==> src/rtl/seven_segment_scanner_if.sv <==
// Purpose : bundles the display data inputs and the segment/anode outputs of
//           seven_segment_scanner into one interface.
// Signals : val_in/dp_in/blank_in/blink_in  per-digit content (buffered by the scanner)
//           lz_en_in/bright_in               live display controls
//           update_in                        capture content into the pending buffer
//           cat_out/dp_out/an_out            active-low segment, dp and anode drives
//           frame_out                        one-cycle pulse at each frame boundary
// Modports: master drives content and observes the display; slave is the scanner.
interface seven_segment_scanner_if #(
    parameter int unsigned NUM_DIGITS = 8,
    parameter int unsigned BRIGHT_W   = 4
);
    logic [4*NUM_DIGITS-1:0] val_in;
    logic [NUM_DIGITS-1:0]   dp_in;
    logic [NUM_DIGITS-1:0]   blank_in;
    logic [NUM_DIGITS-1:0]   blink_in;
    logic                    lz_en_in;
    logic [BRIGHT_W-1:0]     bright_in;
    logic                    update_in;
    logic [6:0]              cat_out;
    logic                    dp_out;
    logic [NUM_DIGITS-1:0]   an_out;
    logic                    frame_out;

    modport master (
        output val_in, dp_in, blank_in, blink_in, lz_en_in, bright_in, update_in,
        input  cat_out, dp_out, an_out, frame_out
    );

    modport slave (
        input  val_in, dp_in, blank_in, blink_in, lz_en_in, bright_in, update_in,
        output cat_out, dp_out, an_out, frame_out
    );
endinterface

==> src/rtl/seven_segment_scanner.sv <==
// Purpose : multiplexed NUM_DIGITS hex seven-segment driver with per-digit dp,
//           blank and blink, leading-zero suppression, PWM brightness and a
//           double-buffered content update that only takes effect at a frame
//           boundary.
// Ports   : clk_in  system clock
//           rst_in  synchronous active-high reset
//           bus     seven_segment_scanner_if.slave (content in, display drives out)
module seven_segment_scanner #(
    parameter int unsigned NUM_DIGITS   = 8,
    parameter int unsigned COUNT_TO     = 100000,
    parameter int unsigned BRIGHT_W     = 4,
    parameter int unsigned BLINK_FRAMES = 64
) (
    input  logic                   clk_in,
    input  logic                   rst_in,
    seven_segment_scanner_if.slave bus
);
    localparam int unsigned SLOT_W  = $clog2(COUNT_TO);
    localparam int unsigned DIG_W   = $clog2(NUM_DIGITS);
    localparam int unsigned FRAME_W = $clog2(BLINK_FRAMES);
    localparam int unsigned VAL_W   = 4 * NUM_DIGITS;

    localparam logic [SLOT_W-1:0]  SLOT_LAST  = SLOT_W'(COUNT_TO - 1);
    localparam logic [DIG_W-1:0]   DIG_LAST   = DIG_W'(NUM_DIGITS - 1);
    localparam logic [FRAME_W-1:0] FRAME_LAST = FRAME_W'(BLINK_FRAMES - 1);
    localparam logic [FRAME_W-1:0] FRAME_HALF = FRAME_W'(BLINK_FRAMES / 2);

    // Active-high segment pattern {g,f,e,d,c,b,a}
    function automatic logic [6:0] hex_font(input logic [3:0] nib);
        logic [6:0] seg;
        seg = 7'h00;
        case (nib)
            4'h0: seg = 7'h3F;
            4'h1: seg = 7'h06;
            4'h2: seg = 7'h5B;
            4'h3: seg = 7'h4F;
            4'h4: seg = 7'h66;
            4'h5: seg = 7'h6D;
            4'h6: seg = 7'h7D;
            4'h7: seg = 7'h07;
            4'h8: seg = 7'h7F;
            4'h9: seg = 7'h6F;
            4'hA: seg = 7'h77;
            4'hB: seg = 7'h7C;
            4'hC: seg = 7'h39;
            4'hD: seg = 7'h5E;
            4'hE: seg = 7'h79;
            4'hF: seg = 7'h71;
            default: seg = 7'h00;
        endcase
        return seg;
    endfunction

    logic [SLOT_W-1:0]     r_slot_cnt;
    logic [DIG_W-1:0]      r_digit;
    logic [FRAME_W-1:0]    r_frame_cnt;
    logic [VAL_W-1:0]      r_pend_val,   r_act_val;
    logic [NUM_DIGITS-1:0] r_pend_dp,    r_act_dp;
    logic [NUM_DIGITS-1:0] r_pend_blank, r_act_blank;
    logic [NUM_DIGITS-1:0] r_pend_blink, r_act_blink;
    logic [NUM_DIGITS-1:0] r_an;
    logic [6:0]            r_cat;
    logic                  r_dp;
    logic                  r_frame;

    logic                  w_slot_wrap;
    logic                  w_frame_bound;
    logic                  w_pwm_on;
    logic                  w_blink_phase;
    logic                  w_zero_above;
    logic [NUM_DIGITS-1:0] w_lz_sup;
    logic [3:0]            w_nib;
    logic                  w_sel_dp, w_sel_blank, w_sel_blink, w_sel_lz;
    logic                  w_visible;
    logic [NUM_DIGITS-1:0] w_an_c;
    logic [6:0]            w_cat_c;
    logic                  w_dp_c;

    assign w_slot_wrap   = (r_slot_cnt == SLOT_LAST);
    assign w_frame_bound = w_slot_wrap & (r_digit == DIG_LAST);
    assign w_blink_phase = (r_frame_cnt >= FRAME_HALF);
    assign w_pwm_on      = (bus.bright_in == {BRIGHT_W{1'b1}}) |
                           (r_slot_cnt[BRIGHT_W-1:0] < bus.bright_in);

    // Slot, digit and frame counters
    always_ff @(posedge clk_in) begin
        if (rst_in) begin
            r_slot_cnt  <= '0;
            r_digit     <= '0;
            r_frame_cnt <= '0;
        end else if (w_slot_wrap) begin
            r_slot_cnt <= '0;
            r_digit    <= (r_digit == DIG_LAST) ? '0 : r_digit + DIG_W'(1);
            if (w_frame_bound)
                r_frame_cnt <= (r_frame_cnt == FRAME_LAST) ? '0 : r_frame_cnt + FRAME_W'(1);
        end else begin
            r_slot_cnt <= r_slot_cnt + SLOT_W'(1);
        end
    end

    // Pending buffer: last update in a frame wins
    always_ff @(posedge clk_in) begin
        if (rst_in) begin
            r_pend_val   <= '0;
            r_pend_dp    <= '0;
            r_pend_blank <= '1;
            r_pend_blink <= '0;
        end else if (bus.update_in) begin
            r_pend_val   <= bus.val_in;
            r_pend_dp    <= bus.dp_in;
            r_pend_blank <= bus.blank_in;
            r_pend_blink <= bus.blink_in;
        end
    end

    // Active buffer only changes at the frame boundary; a same-cycle update bypasses pending
    always_ff @(posedge clk_in) begin
        if (rst_in) begin
            r_act_val   <= '0;
            r_act_dp    <= '0;
            r_act_blank <= '1;
            r_act_blink <= '0;
        end else if (w_frame_bound) begin
            r_act_val   <= bus.update_in ? bus.val_in   : r_pend_val;
            r_act_dp    <= bus.update_in ? bus.dp_in    : r_pend_dp;
            r_act_blank <= bus.update_in ? bus.blank_in : r_pend_blank;
            r_act_blink <= bus.update_in ? bus.blink_in : r_pend_blink;
        end
    end

    // Leading-zero map: digit i>0 suppressed when it and every digit above it are zero
    always_comb begin
        w_zero_above = 1'b1;
        w_lz_sup     = '0;
        for (int i = int'(NUM_DIGITS) - 1; i >= 0; i--) begin
            w_zero_above = w_zero_above & (r_act_val[4*i +: 4] == 4'h0);
            w_lz_sup[i]  = bus.lz_en_in & w_zero_above & (i != 0);
        end
    end

    // Select the scanned digit's attributes and form the next display drive
    always_comb begin
        w_nib       = 4'h0;
        w_sel_dp    = 1'b0;
        w_sel_blank = 1'b1;
        w_sel_blink = 1'b0;
        w_sel_lz    = 1'b0;
        w_an_c      = '1;
        w_cat_c     = 7'h7F;
        w_dp_c      = 1'b1;
        for (int i = 0; i < int'(NUM_DIGITS); i++) begin
            if (DIG_W'(i) == r_digit) begin
                w_nib       = r_act_val[4*i +: 4];
                w_sel_dp    = r_act_dp[i];
                w_sel_blank = r_act_blank[i];
                w_sel_blink = r_act_blink[i];
                w_sel_lz    = w_lz_sup[i];
            end
        end
        w_visible = ~w_sel_blank & ~(w_sel_blink & w_blink_phase) & w_pwm_on;
        if (w_visible) begin
            if (!w_sel_lz) begin
                w_an_c  = ~(NUM_DIGITS'(1) << r_digit);
                w_cat_c = ~hex_font(w_nib);
                w_dp_c  = ~w_sel_dp;
            end else if (w_sel_dp) begin
                // Suppressed digit keeps its decimal point with segments dark
                w_an_c  = ~(NUM_DIGITS'(1) << r_digit);
                w_cat_c = 7'h7F;
                w_dp_c  = 1'b0;
            end
        end
    end

    // Output registers
    always_ff @(posedge clk_in) begin
        if (rst_in) begin
            r_an    <= '1;
            r_cat   <= 7'h7F;
            r_dp    <= 1'b1;
            r_frame <= 1'b0;
        end else begin
            r_an    <= w_an_c;
            r_cat   <= w_cat_c;
            r_dp    <= w_dp_c;
            r_frame <= w_frame_bound;
        end
    end

    assign bus.an_out    = r_an;
    assign bus.cat_out   = r_cat;
    assign bus.dp_out    = r_dp;
    assign bus.frame_out = r_frame;
endmodule

==> src/flat_wrapper.sv <==
// flat-port wrapper written by rule: the top's interface ports become plain ports
module seven_segment_scanner_flat 
#(
    parameter int unsigned NUM_DIGITS   = 8,
    parameter int unsigned COUNT_TO     = 100000,
    parameter int unsigned BRIGHT_W     = 4,
    parameter int unsigned BLINK_FRAMES = 64
)
  (clk_in, rst_in, bus_val_in, bus_dp_in, bus_blank_in, bus_blink_in, bus_lz_en_in, bus_bright_in, bus_update_in, bus_cat_out, bus_dp_out, bus_an_out, bus_frame_out);
  seven_segment_scanner_if #(.NUM_DIGITS(NUM_DIGITS), .BRIGHT_W(BRIGHT_W)) bus_i ();
  input  logic clk_in;
  input  logic rst_in;
  input wire logic [$bits(bus_i.val_in)-1:0] bus_val_in;
  input wire logic [$bits(bus_i.dp_in)-1:0] bus_dp_in;
  input wire logic [$bits(bus_i.blank_in)-1:0] bus_blank_in;
  input wire logic [$bits(bus_i.blink_in)-1:0] bus_blink_in;
  input wire logic [$bits(bus_i.lz_en_in)-1:0] bus_lz_en_in;
  input wire logic [$bits(bus_i.bright_in)-1:0] bus_bright_in;
  input wire logic [$bits(bus_i.update_in)-1:0] bus_update_in;
  output wire logic [$bits(bus_i.cat_out)-1:0] bus_cat_out;
  output wire logic [$bits(bus_i.dp_out)-1:0] bus_dp_out;
  output wire logic [$bits(bus_i.an_out)-1:0] bus_an_out;
  output wire logic [$bits(bus_i.frame_out)-1:0] bus_frame_out;
  assign bus_i.val_in = bus_val_in;
  assign bus_i.dp_in = bus_dp_in;
  assign bus_i.blank_in = bus_blank_in;
  assign bus_i.blink_in = bus_blink_in;
  assign bus_i.lz_en_in = bus_lz_en_in;
  assign bus_i.bright_in = bus_bright_in;
  assign bus_i.update_in = bus_update_in;
  assign bus_cat_out = bus_i.cat_out;
  assign bus_dp_out = bus_i.dp_out;
  assign bus_an_out = bus_i.an_out;
  assign bus_frame_out = bus_i.frame_out;
  seven_segment_scanner #(.NUM_DIGITS(NUM_DIGITS), .COUNT_TO(COUNT_TO), .BRIGHT_W(BRIGHT_W), .BLINK_FRAMES(BLINK_FRAMES)) u_core (.clk_in(clk_in), .rst_in(rst_in), .bus(bus_i));
endmodule
==> config.mk <==
export PLATFORM = sky130hd
export DESIGN_NAME = seven_segment_scanner_flat
export DESIGN_NICKNAME = d
export VERILOG_FILES = /design/src/rtl/seven_segment_scanner_if.sv /design/src/rtl/seven_segment_scanner.sv /design/src/flat_wrapper.sv
export SDC_FILE = /design/constraint.sdc
export NUM_CORES = 1
export LEC_CHECK = 0
export ABC_AREA = 1
export CAP_MARGIN = 20
export CORE_UTILIZATION = 47
export CTS_CLUSTER_SIZE = 24
export DETAILED_ROUTE_END_ITERATION = 8
export HOLD_SLACK_MARGIN = 0.12
export PLACE_DENSITY = 0.76
export SLEW_MARGIN = 20
export SYNTH_ARGS = -nofsm -noshare
export SYNTH_HDL_FRONTEND = slang
export SYNTH_SLANG_ARGS = --single-unit
==> constraint.sdc <==
create_clock -name clk_in -period 5.55 [get_ports clk_in]
set_input_delay 0.555 -clock clk_in [delete_from_list [all_inputs] [get_ports clk_in]]
set_output_delay 0.555 -clock clk_in [all_outputs]
set_load 0.02 [all_outputs]
==> summary.txt, run 1 <==
Setup path
  – Slack of the worst reg-to-reg path: around 2.2 ns
  – Top delay family on crit path: simple AND/OR/NAND/NOR gates
  – Crit. End Element: flop
  – FF-to-FF Start: u_core.r_digit[0]
  – R2R cell count: 8
  – Required time worst endpoint: 5.83 ns
  – Bufs and invs on worst path: 2
  – Reg-to-reg critical path endpoint: u_core.r_act_blank[2]
  – Setup Crit Path Kind: flop to flop
  – Worst Setup Start Kind: flop
  – CP Cell Sequence: ha_1, ha_1, nand3_2, clkinv_2, nor2_4, inv_2, nor2_1, a21oi_1
  – Largest fanout on the critical path: 46
  – Worst EP arrival: 3.68 ns
  – Crit-path max cell delay: roughly 0.88 ns
  – Critical-path top delay cell: nor2_4
  – CP dominant cell by count: ha_1

Floorplan
  – Core Area: about 14000 um2
  – # rows: 43
  – Die extent in y: ~120 um
  – # IOs: 81
  – Initial core utilization: between 40% and 50%
  – Die X-Extent: 120.8 um
  – Die area: 14590 um2

Yosys
  – Synth top area cells: dfxtp_1 (47%), nand2_1 (13%), a21oi_1 (7.3%), inv_1 (5.2%), nor2_1 (3.8%)
  – Post-synthesis xor/xnor area fraction: 0.9244%
  – Mean Syn Cell Area: 7.694 um2
  – Top cells by count, synth: nand2_1 (221), dfxtp_1 (155), a21oi_1 (97)
  – Top_reg_cell synth: dfxtp_1
  – YS warnings: 0
  – Syn Std Cell Area: approximately 6600 um2
  – Simple-Gate Fraction of Synth Area: between 20 and 25%
  – Mux share of post-synthesis cell area: 2.415%
  – Synth Area in Compound Gates: 14.53%
  – Number of synthesized flops with an enable pin: 0
  – Area leader, netlist: dfxtp_1
  – Syn Nets: 944
  – Post-synth cell types: 47
  – Register area share after synthesis: 46.78%
  – Largest family of logic cells by synthesized area: simple AND/OR/NAND/NOR gates
  – Adder-Cell Fraction of Synth Area: roughly 3.4%
  – Top cell type's share of synthesized area: between 40% and 50%
  – Synthesized flop and latch total: 155
  – Mapped Cells: 862
  – Asr flop ratio synth: 0%
  – Most frequent cell after synthesis: nand2_1

STA
  – Fmax: 294.3 MHz
  – Final Hold Violating Endpoints: 0
  – Post-route clock period utilization: about three fifths
  – Clock Skews: 0.01209 ns
  – Slew HR: a little under a third
  – Worst-margin pin slew: 1.040 ns
  – Final worst slack: 2.153 ns
  – Setup TNS: 0 ns
  – Max-slew violations: 0
  – Hold Slack: 0.4584 ns
  – Final setup vio count: 0
  – Crit path time final: 3.397 ns
  – RSZ-0062 raised after global routing: false

Layout
  – Fill cell count: 1276
  – Sequential cell area: a little over 3000 um2
  – Final-stage net count: 1015
  – Layout cell share with drive strength beyond 1: under 10%
  – Multi-input gate area: 3017 um2
  – Ant diodes: 0
  – Area grow syn2layout: 21.30%
  – Final cell count without fillers: between 1000 and 1500

Route
  – Vias: 5640
  – Routed WL: 14.95 mm
  – Initial DRT Pass Iterations: 5
  – DR DRC count: 0
  – DR vias/cell: 5.013
  – Starting DRC count in detailed routing: approximately 350
  – Antenna-violating nets left: 0
  – Routed WL per cell: roughly 13 um

Hold path
  – Worst Hold Path EP: u_core.r_act_blink[7]
  – Hold Crit Class: flop to flop
  – Min-Delay Path Depth: 2
  – HP Start: u_core.r_act_blink[7]

Clock tree
  – Clk sink count: 155
  – Clock latency at the later pin of the worst-skew pair: 0.43 ns
  – Htree depth: 4
  – Number of CTS-inserted buffers: 17
  – # hold bufs at CTS: 0
  – Post-cts sizing count: 0
  – CTS tree: done
  – CTS max path bufs: 2
  – Clock root buffer: clkbuf_16
  – Post-CTS Setup Inserts: 0
  – Clock-pin slew on the worst setup and hold paths: 0.06 ns

Pwr
  – Cell Pwr Density: 285.7 nW/um2
  – Pwr Total: 2.298 mW
  – Pleak: 3.461 nW
  – Max rail drop VDD: 0.1832 mV

Job
  – Max-cap viol count: 0

Global route
  – Vias in the first global route: 5362
  – Largest net degree at the start of global routing: 58
  – First-pass GRT wire length: 25.12 mm
  – Initial antenna violation count: 0
  – Overall global routing resource usage: 22.13%
  – Grt total ovfl: 0

Outcome
  – Status: complete, no violations

Place
  – # port buffers: 80
  – Placed cell count: 1094
  – Gpl congestion: 0.8529
  – DP HPWL: 10.40 mm
  – Setup WS pre-CTS: approximately 2.2 ns
## cell families (layout without fill, tap and decap cells)
logic type	after synthesis	in the layout
and+or+nand+nor	371	371
AOI/OAI and AO/OA	166	166
DFF	155	155
buffers and inverters	129	212
adders and majority gates	18	18
muxes	16	16
xor gates and xnor gates	7	7
## report_power, final
part	internal, mW	switching, mW
logic	0.0647	0.0672
clock network	0.575	0.447
registers	1.14	0.00699
total	1.78	0.521
## per-stage QoR
step	area [um2]	utilization [%]
detailed placement	7526	54.43
finish	8045	58.18
CTS	8045	58.18
global placement	7526	54.43
global route	8045	58.18
floorplan	6633	-
## registers in the layout (all words and copies together) (netlist names), 8 cells and up
| signal | flops |
|---|---|
| u_core.r_act_blink | 8 |
| u_core.r_slot_cnt | 17 |
| u_core.r_pend_blink | 8 |
| u_core.r_pend_val | 32 |
| u_core.r_pend_blank | 8 |
| u_core.r_pend_dp | 8 |
| u_core.r_act_val | 32 |
| u_core.r_act_blank | 8 |
| u_core.bus.an_out | 8 |
| u_core.r_act_dp | 8 |
## metal layers
metal / share of wire (%) / vias to the layer above / global-route usage (%)
li1: - / 2932 / -
met4: 2.8 / 0 / 10.26
met2: 45 / 156 / 35.20
met1: 48 / 2524 / 28.69
met3: 4.5 / 28 / 4.670
met5: 0 / - / 0
## cell usage in the layout, fill, tap and decap left out, types with 17 or more instances in the layout
| cell | netlist | final |
|---|---|---|
| nand2_1 | 221 | 221 |
| dfxtp_1 | 155 | 155 |
| a21oi_1 | 97 | 97 |
| inv_1 | 92 | 91 |
| clkdlybuf4s50_1 | 0 | 78 |
| nor2_1 | 68 | 68 |
| nand3_1 | 28 | 28 |
| o21ai_0 | 28 | 28 |
| ha_1 | 18 | 18 |
| clkbuf_16 | 0 | 17 |
## worst max path at each step
stage                            from                     to  slack [ns]  depth (start not counted)
floorplan           u_core.r_digit[2]  u_core.bus.cat_out[3]        3.24                         17
global placement    u_core.r_digit[0]  u_core.r_act_blank[1]        2.29                          8
detailed placement  u_core.r_digit[0]  u_core.r_act_blank[2]        2.22                          8
CTS                 u_core.r_digit[0]  u_core.r_act_blank[2]        2.20                          8
global route        u_core.r_digit[0]  u_core.r_act_blank[0]        1.85                          8
finish              u_core.r_digit[0]  u_core.r_act_blank[2]        2.15                          8
## final cells by class
| type | instances | area share [%] |
|---|---|---|
| Clock inverter | 12 | 0.9487 |
| Multi-Input combinational cell | 578 | 37.50 |
| Inverter | 99 | 4.666 |
| Clock buffer | 19 | 5.505 |
| Sequential cell | 155 | 38.57 |
| Tap cell | 180 | 2.799 |
| Timing Repair Buffer | 82 | 10.02 |
## worst min-delay path, stage by stage, from the launching register on
cell     delay, ns
dfxtp_1       0.31
inv_1         0.05
a21oi_1       0.05
Note: power is estimated with default switching activity, not from simulation.
==> inputs of run 2 (changes only) <==
--- a/config.mk
+++ b/config.mk
@@ -11,7 +11,7 @@
 export CTS_CLUSTER_SIZE = 24
 export DETAILED_ROUTE_END_ITERATION = 8
 export HOLD_SLACK_MARGIN = 0.12
-export PLACE_DENSITY = 0.76
+export PLACE_DENSITY = 0.79
 export SLEW_MARGIN = 20
 export SYNTH_ARGS = -nofsm -noshare
 export SYNTH_HDL_FRONTEND = slang
==> constraint.sdc (replaced) <==
create_clock -name clk_in -period 2.9 [get_ports clk_in]
set_input_delay 0.29 -clock clk_in [delete_from_list [all_inputs] [get_ports clk_in]]
set_output_delay 0.29 -clock clk_in [all_outputs]
set_load 0.02 [all_outputs]
==> run 2 against run 1 <==
  * Clock-buffer cell count up 2
  * Non-clock buffer count rose by 6
  * Fmax rose by 33%
  * Register-to-register slack worse by 1.8 ns
  * Design area grew 1.9%
  * Combinational power is 91% higher
  * Cell count grew 0.62%
  * Critical endpoint is now u_core.bus.cat_out[3]
==> summary.txt, run 2 (same netlist as run 1, synthesis figures left out) <==
Outcome
  – Status: complete, no violations

Setup path
  – Largest fanout on the critical path: 8
  – FF-to-FF Start: u_core.r_digit[0]
  – CP Cell Sequence: ha_1, ha_1, inv_1, o21ai_0, inv_1, nand2_1, nand2_1, nand2_1, nand2_1, nand2_1, a21boi_4, inv_1, ha_1, nand2_1, nand3_1, nand2_1, nand2_1
  – Worst Setup EP: u_core.bus.cat_out[3]
  – Crit. End Element: flop
  – Worst EP arrival: around 2.9 ns
  – Crit-path max cell delay: 0.34 ns
  – Bufs and invs on worst path: 3
  – R2R cell count: 17
  – Critical path origin: u_core.r_digit[0]
  – Setup Crit Path Kind: flop to flop
  – Required time worst endpoint: 3.21 ns
  – Worst Setup Start Kind: flop
  – Top delay family on crit path: adder cells
  – Critical-path top delay cell: dfxtp_1
  – Slack of the worst reg-to-reg path: between 0.3 and 0.4 ns
  – Reg-to-reg critical path endpoint: u_core.bus.cat_out[3]
  – Crit. path cell count: 17
  – CP dominant cell by count: nand2_1

Layout
  – Design area: between 8000 and 9000 um2
  – Final-stage net count: 1021
  – Layout cell share with drive strength beyond 1: under 10%
  – Top flop regs: u_core.r_act_val (32), u_core.r_pend_val (32), u_core.r_slot_cnt (17)
  – Commonest non-fill, non-tap cell in the layout: nand2_1
  – Ant diodes: 0
  – Most frequent cells in the layout: nand2_1 (221), dfxtp_1 (154), a21oi_1 (97)
  – Area grow syn2layout: 23.66%

Clock tree
  – CTS max path bufs: 2
  – Htree depth: 4
  – Number of CTS-inserted buffers: 17
  – Clock latency at the later pin of the worst-skew pair: 0.43 ns
  – Clock root buffer: clkbuf_16
  – # hold bufs at CTS: 0
  – Clk sink count: 155
  – CTS tree: done
  – Clock-pin slew on the worst setup and hold paths: 0.06 ns

Route
  – Initial DRT Pass Iterations: 5
  – Starting DRC count in detailed routing: 335
  – Routed WL per cell: 13.40 um
  – Routed WL: 15.17 mm
  – DR vias/cell: 5.033
  – Antenna-violating nets left: 0
  – DR DRC count: 0
  – Vias: between 5000 and 6000

Global route
  – Met2 usage: between 30% and 40%
  – Grt total ovfl: 0
  – Overall global routing resource usage: 22.72%
  – Initial antenna violation count: 0
  – GRT busiest layer: met2
  – Vias in the first global route: 5461
  – Grt met1 use: 28.97%
  – Met3 Use GR: about 5.3%
  – Largest net degree at the start of global routing: 47
  – First-pass GRT wire length: 25.84 mm

Floorplan
  – Die X-Extent: about 120 um
  – # rows: 43
  – Initial core utilization: 47.97%
  – # IOs: about 80
  – Core Area: 13830 um2
  – Die extent in y: 120.8 um
  – Die area: around 15000 um2

Job
  – Max-cap viol count: 0

STA
  – Max-slew violations: 0
  – Clock Skews: just under 0.009 ns
  – Fmax: 390.1 MHz
  – Final Hold Violating Endpoints: 0
  – Crit path time final: 2.563 ns
  – RSZ-0062 raised after global routing: false
  – Final setup vio count: 0
  – Worst-margin pin slew: 0.9978 ns
  – Post-route clock period utilization: 88.40%
  – Setup TNS: 0 ns
  – Slew HR: around 33%

Pwr
  – Pwr Total: roughly 4.7 mW
  – Cell Pwr Density: 578.3 nW/um2
  – Pleak: 3.545 nW
  – Max rail drop VDD: 0.3497 mV

Place
  – # port buffers: 80
  – DP HPWL: 10.89 mm
  – Gpl congestion: between 0.9 and 1
  – Placed cell area: 7571 um2

Hold path
  – Hold Crit Class: input port to flop
  – Min-Delay Path Depth: 2
## run 2: metrics by stage
stage	setup slack [ns]	hold slack, ns	utilization, %	cells
after global routing	0.06445	0.3352	59.32	1132
after detailed placement	0.2140	0.4467	54.76	1100
final	0.3365	0.3362	59.32	1132
after floorplan	0.5887	0.4241	-	862
after global placement	0.3413	0.4431	54.76	1100
after CTS	0.1991	0.3160	59.25	1132
## run 2: routing by layer
layer	routed length [um]	vias up	share of wire, %
li1	-	2942	-
met2	6952	145	46
met1	7220	2586	48
met4	289	0	1.9
met3	710	24	4.7
met5	0	-	0
## run 2: what timing repair did
item                       CTS  global route
resized for setup            0             2
buffers inserted             0             0
hold endpoints to repair     0             0
setup endpoints to repair    0             6
## run 2: layout make-up
| class | instances | area [um2] |
|---|---|---|
| multi-input cells | 578 | 3024 |
| flip-flops and latches | 155 | 3104 |
| fillers | 1206 | 5625 |
| well taps | 180 | 225.2 |
| clock buffers | 21 | 460.4 |
| clock inverters | 11 | 161.4 |
| inverters | 99 | 375.4 |
| repair buffers | 88 | 850.8 |
## run 2: worst min path at each step
stage                            from                endpoint  slack (ns)
6_report                       rst_in  u_core.r_pend_blink[5]        0.34
5_1_grt                        rst_in     u_core.r_pend_dp[6]        0.34
4_1_cts                        rst_in  u_core.r_pend_blink[1]        0.32
3_5_place_dp   u_core.r_pend_blank[7]  u_core.r_pend_blank[7]        0.45
3_3_place_gp   u_core.r_pend_blank[7]  u_core.r_pend_blank[7]        0.44
2_1_floorplan   u_core.r_act_blink[7]   u_core.r_act_blink[7]        0.42
## run 2: report_power, final
part / switching [mW] / internal, mW
clock network: 0.887 / 1.41
logic: 0.126 / 0.125
registers: 0.0139 / 2.18
